==> src/rtl/mult_datapath.sv <==
// rtl/mult_datapath.sv - datapath of the sequential 8x8 multiplier
//
// Each cycle one 4x4 nibble product is formed from the captured operands. It is
// shifted by 0/4/8 bits and added into a 16-bit accumulator, all under control
// of the multiplier FSM.
//
// Ports:
//   clk            system clock, rising edge
//   reset_a        synchronous active-high reset, highest priority
//   start          begin a new multiply: capture operands, clear step count
//   dataa, datab   8-bit multiplicand / multiplier (sampled only on start)
//   input_sel      bit0 = dataa nibble, bit1 = datab nibble (0 low, 1 high)
//   shift_sel      00 <<0, 01 <<4, 10 <<8, 11 treated as <<0
//   clk_ena        accumulator enable
//   sclr_n         accumulator clear (active-low), only while clk_ena=1
//   count          free-running 2-bit step count returned to the FSM
//   product8x8_out accumulator contents
module mult_datapath (
  input  logic        clk,
  input  logic        reset_a,
  input  logic        start,
  input  logic [7:0]  dataa,
  input  logic [7:0]  datab,
  input  logic [1:0]  input_sel,
  input  logic [1:0]  shift_sel,
  input  logic        clk_ena,
  input  logic        sclr_n,
  output logic [1:0]  count,
  output logic [15:0] product8x8_out
);

  logic [7:0]  opa;
  logic [7:0]  opb;
  logic [3:0]  nib_a;
  logic [3:0]  nib_b;
  logic [7:0]  pp;
  logic [15:0] term;
  logic [15:0] acc;

  // Partial product always comes from the captured operands, so dataa/datab
  // are free to change once the start cycle has passed.
  always_comb begin
    nib_a = input_sel[0] ? opa[7:4] : opa[3:0];
    nib_b = input_sel[1] ? opb[7:4] : opb[3:0];
    pp    = {4'b0000, nib_a} * {4'b0000, nib_b};
    case (shift_sel)
      2'b01:   term = {4'b0000, pp, 4'b0000};
      2'b10:   term = {pp, 8'b0000_0000};
      default: term = {8'b0000_0000, pp};   // 00 and reserved 11
    endcase
  end

  always_ff @(posedge clk) begin
    if (reset_a) begin
      opa <= 8'h00;
      opb <= 8'h00;
    end else if (start) begin
      opa <= dataa;
      opb <= datab;
    end
  end

  // Step counter runs every cycle; only start (or reset) re-aligns it.
  always_ff @(posedge clk) begin
    if (reset_a)
      count <= 2'd0;
    else if (start)
      count <= 2'd0;
    else
      count <= count + 2'd1;
  end

  always_ff @(posedge clk) begin
    if (reset_a)
      acc <= 16'h0000;
    else if (clk_ena) begin
      if (!sclr_n)
        acc <= 16'h0000;
      else
        acc <= acc + term;
    end
  end

  assign product8x8_out = acc;

endmodule

==> config.mk <==
export PLATFORM = sky130hd
export DESIGN_NAME = mult_datapath
export DESIGN_NICKNAME = d
export VERILOG_FILES = /design/src/rtl/mult_datapath.sv
export SDC_FILE = /design/constraint.sdc
export NUM_CORES = 1
export LEC_CHECK = 0
export CAP_MARGIN = 30
export CORE_ASPECT_RATIO = 0.7
export CORE_MARGIN = 2
export CORE_UTILIZATION = 45
export CTS_BUF_LIST = sky130_fd_sc_hd__clkbuf_2 sky130_fd_sc_hd__clkbuf_4 sky130_fd_sc_hd__clkbuf_8
export CTS_CLUSTER_SIZE = 30
export DETAILED_ROUTE_END_ITERATION = 16
export DONT_BUFFER_PORTS = 1
export PLACE_DENSITY = 0.67
export SYNTH_ARGS = -nofsm -noshare
export SYNTH_HDL_FRONTEND = slang
export SYNTH_SLANG_ARGS = --single-unit
==> constraint.sdc <==
create_clock -name clk -period 5.95 [get_ports clk]
set_input_delay 0 -clock clk [delete_from_list [all_inputs] [get_ports clk]]
set_output_delay 0 -clock clk [all_outputs]
set_load 0.005 [all_outputs]
Yosys cells after proc, flatten, opt, wreduce, memory -nomap -nowiden
Index checks and enable logic that the tools add are counted.
- output and inout port bits: 18
- logic and storage cells: 14
- register bits: 34
- input bits: 25
- add/subtract/negate cells: 2
- equal/unequal tests: 2
- reductions and logical operators: 1
- multipliers: 1
- multiplexer cells: 4
- operators by type and width (cell ; count):
    $pmux W16 S2 ; 1
    $add A16 B16 Y16 ; 1
    $mux W16 ; 1
    $mul A4 B4 Y8 ; 1
    $mux W4 ; 2
    $add A2 B1 Y2 const B ; 1
    $eq A2 B1 Y1 const B ; 1
    $eq A2 B2 Y1 const B ; 1
    $reduce_or A2 Y1 ; 1

Depth between registers and ports, before layout
- word-level depth: 5
- gate-level depth with buffers: 20
- mapped depth without buffers: 19

Least setup slack after synthesis
Ideal clock, no wire load.
- path type: register to register
- start: register opb[7]
- end: register acc[14], in the netlist product8x8_out[14]
- data required time: 5.828 ns
- cell stages (with the launch flop): 18
- setup time: 0.122 ns
- path buffers: 0
- data arrival time: 4.133 ns
- period minus slack after synthesis: 4.255 ns
- path slack: 1.695 ns
- cells stage by stage: dfxtp_1 mux2i_1 or2_2 fa_1 inv_1 fa_1 ha_1 a211oi_2 o21bai_1 a21oi_1 xnor2_1 a22o_1 ha_1 a21oi_1 nor2_1 o21ai_0 a41oi_2 a311o_1
- cells in the longest elaborated chain, start to end: 5
- ends and longest elaborated chain (element ; line ; source):
    start: declaration ; 33 ; logic [7:0] opb;
    start signal: assignment ; 59 ; opb <= datab;
    $mux W4 ; 44 ; nib_b = input_sel[1] ? opb[7:4] : opb[3:0];
    $mul A4 B4 Y8 ; 45 ; pp = {4'b0000, nib_a} * {4'b0000, nib_b};
    $pmux W16 S2 ; 46 ; case (shift_sel)
    $add A16 B16 Y16 ; 80 ; acc <= acc + term;
    $mux W16 ; 77 ; if (!sclr_n)
    end signal: assignment ; 80 ;
    end: declaration ; 38 ; logic [15:0] acc;
Every way passes these cells.
A chain may end at the register's enable or synchronous reset.

Worst setup path after layout
- start: register opb[3]
- end: register acc[6], in the netlist product8x8_out[6]
The elaborated chain is that of the path after synthesis.

==> impl_results.md <==
- Sw power: roughly 0.14 mW
- Pint: approximately 0.37 mW
- Drt drc: 0
- Core ar.: 0.00576 mm²
- # diodes: 0
- Unrepaired setup endpoints after global routing: false
- Drt via density: about 5.8
- DR vias: 2456
- Max Cap Viol: 0
- Cell Area, Synth: ~0.0027 mm²
- Seq/Total Area, Yosys: between 20 and 30%
- Pre-antenna DRT Iters: 4
- Filler Cells Inserted: 532
- Worst vdd ir: around 83 µV
- Clock root buffer: clkbuf_8
- CP Class: reg2reg
- Routed len/inst: 17.0 µm
- Flop2flop setup slack: 0.77 ns
- Switch share: 28.1%
- GPL Wtd Cong: 0.915
- CP arrival: 5.37 ns
- Pre-CTS setup slack: 1.17 ns
- Max Root-Sink Buffers: 2
- PwrDens: 162 mW/mm²
- Crit-path max cell delay: 0.55 ns
- Tightest Pin Transition: between 0.8 and 0.9 ns
- Synthesis Warnings: 0
- Crit path cell chain: mux2i_1, or2_2, fa_1, inv_1, fa_1, ha_1, a21o_1, a21oi_1, xor2_1, o21ai_0, ha_1, a21oi_2, nand2_1, or3_2, nand4_1, a21oi_1, dlygate4sd3_1
- CP Data Required Time: roughly 6 ns
- DRT Wirelength: 7210 µm
- Post-Route Setup TNS: 0 ns
- Post-route cell area: 0.00318 mm²
- Vias in the first global route: between 2000 and 2500
- Post-DP HPWL: 4880 µm
- Remaining antenna violation count: 0
- Placed cell area: 0.00275 mm²
- Final worst path period need: 5.18 ns
- DIE HEIGHT: approximately 70 µm
- Clock latency at the later pin of the worst-skew pair: 0.30 ns
- Initial Utilization: 47.1%
- Worst-path fanout max: 5
- Highest clock rate: 193 MHz
- Final global-route overflow total: 0
- Combinational group share of total power: 16.5%
- Synthesized area per cell: between 8 and 9 µm²
- Min-delay worst type: in2reg
- CTS Buf Count: 5
- Clk pwr share: between 30% and 40%
- Setup violators final: 0
- Total GRT Usage: a little over a fifth
- Area grow syn2layout: 17.2%
- Htree depth: 2
- Crit path launch type: flop
- Port bufs: 0
- Largest net degree at the start of global routing: 32
- Leak: 1.39 nW
- Site row count: 23
- Relative slew slack: a little under half
- Share of layout cells above drive strength 1: under 10%
- Top FF cell, synth: dfxtp_1
- Slowest stage cell, crit path: dlygate4sd3_1
- TritonCTS clock tree: done
- #FFs+latches synth: 34
- Final period utilization: 87.0%
- Die X: 96.8 µm
- Setup bufs post-CTS: 0
- Sink Count: 34
- Asr flop ratio synth: 0%
- Syn Inst Count: 323
- I/O Pins: 43
- Initial antenna violation count: 0
- Status: complete, no violations
- Global-route wire length before repair: 11300 µm
- Distinct cells, synth: 55
- Reg power frac: between 40% and 50%
- Setup crit end kind: flop
- Initial DRC count: 153
- Fin worst setup slack: 0.773 ns
- Synthesized net count: 382
- Final Hold Viols: 0
- Reg clk slew, reported paths: 0.08 ns
- Fin nets: 408
- Commonest non-fill, non-tap cell in the layout: nor2_1
- Commonest cells after routing, fill and taps aside: nor2_1 (46), dfxtp_1 (34), dlygate4sd3_1 (31)
- Pins Over Slew Limit: 0
- Fin Clk Skew: 0.00735 ns
- Number of flops mapped to enable cells by yosys: 0
- DIE AREA: 0.00667 mm²
- CTS resizes: 0
[stage by stage]
| stage | hold WS (ns) | power (mW) | utilization, % | std cells |
|---|---|---|---|---|
| after global routing | 0.0507 | 0.532 | 55.2 | 425 |
| after CTS | 0.0102 | 0.511 | 55.2 | 425 |
| after floorplan | 0.147 | 0.299 | - | 323 |
| after global placement | 0.0786 | 0.300 | 47.8 | 385 |
| after detailed placement | 0.0787 | 0.301 | 47.8 | 385 |
| final | 0.0102 | 0.513 | 55.2 | 425 |
[final cells by class]
cell class	count	area (µm²)	area share, %
Clock inverter	2	12.5	0.394
Tap cell	75	93.8	2.95
Multi-Input combinational cell	259	1910	60.2
Clock buffer	6	82.6	2.60
Inverter	17	63.8	2.01
Sequential cell	34	681	21.4
Timing Repair Buffer	32	330	10.4
[kinds of logic after synthesis]
kind of cell | count (synthesis) | synth area share [%]
flip-flops | 34 | 25.1
buffers and inverters | 30 | 4.29
AO/OA/AOI/OAI | 73 | 18.9
multiplexers | 26 | 9.65
adder cells (fa/ha/maj) | 34 | 17.1
XOR/XNOR | 13 | 4.20
AND/OR/NAND/NOR | 113 | 20.7
[final timing paths]
kind                startpoint                 end  cells after the start
min reg2reg  product8x8_out[9]   product8x8_out[9]                      2
max                     opb[3]   product8x8_out[6]                     17
max reg2reg             opb[3]   product8x8_out[6]                     17
min                    reset_a  product8x8_out[14]                      2
[flip-flops by register name, summed over array words and instances, names as in the netlist]
name and cells:
opb 8, opa 8, count 2, product8x8_out 16
[timing repair]
item / CTS / global route
setup endpoints to repair: 0 / 0
hold buffers: 32 / 0
hold endpoints to repair: 34 / 0
[metal layers]
layer | GRT usage [%] | up-vias | wire, µm
li1 | - | 1205 | -
met1 | 31.1 | 1176 | 3520
met2 | 33.8 | 70 | 3110
met3 | 3.93 | 5 | 529
met4 | 5.28 | 0 | 57
met5 | 0 | - | 0
[cells in the mapped netlist, types with 2 or more instances]
| cell | number | area (µm²) |
|---|---|---|
| buf_2 | 3 | 15.0 |
| nand3b_1 | 2 | 15.0 |
| mux2i_1 | 25 | 250 |
| nor3_1 | 5 | 25.0 |
| nand3_1 | 11 | 55.1 |
| nor2_1 | 46 | 173 |
| xnor2_1 | 10 | 87.6 |
| nand4_1 | 3 | 18.8 |
| nand4b_1 | 2 | 17.5 |
| o21ai_1 | 4 | 20.0 |
| nor2b_1 | 4 | 25.0 |
| o32ai_1 | 3 | 26.3 |
| a31oi_1 | 2 | 12.5 |
| nand2_1 | 16 | 60.1 |
| ha_1 | 29 | 363 |
| a22o_1 | 3 | 26.3 |
| a21oi_2 | 2 | 17.5 |
| clkbuf_1 | 9 | 33.8 |
| or2_2 | 2 | 12.5 |
| nand2b_1 | 9 | 56.3 |
| o31ai_1 | 2 | 15.0 |
| o21ai_0 | 10 | 50.1 |
| and2_1 | 4 | 25.0 |
| o21bai_1 | 4 | 30.0 |
| xor2_1 | 3 | 26.3 |
| inv_1 | 17 | 63.8 |
| dfxtp_1 | 34 | 681 |
| a21oi_1 | 23 | 115 |
| a21o_1 | 6 | 45.0 |
| fa_1 | 5 | 100 |
[power groups by stage]
stage | registers [mW] | logic, mW | clock network, mW
after CTS | 0.240 | 0.0826 | 0.189
after global routing | 0.241 | 0.0923 | 0.199
final | 0.240 | 0.0849 | 0.188
after detailed placement | 0.245 | 0.0556 | 0
after floorplan | 0.244 | 0.0553 | 0
after global placement | 0.245 | 0.0548 | 0
[worst max-delay path: cells and delay by family, from the launching register on]
| kind | cells | cell delay [ns] |
|---|---|---|
| AO/OA/AOI/OAI | 5 | 0.83 |
| XOR/XNOR | 1 | 0.34 |
| adder cells (fa/ha/maj) | 4 | 1.75 |
| buffers and inverters | 2 | 0.60 |
| flip-flops | 1 | 0.34 |
| multiplexers | 1 | 0.14 |
| AND/OR/NAND/NOR | 4 | 1.07 |
Note: power is estimated with default switching activity, not from simulation.
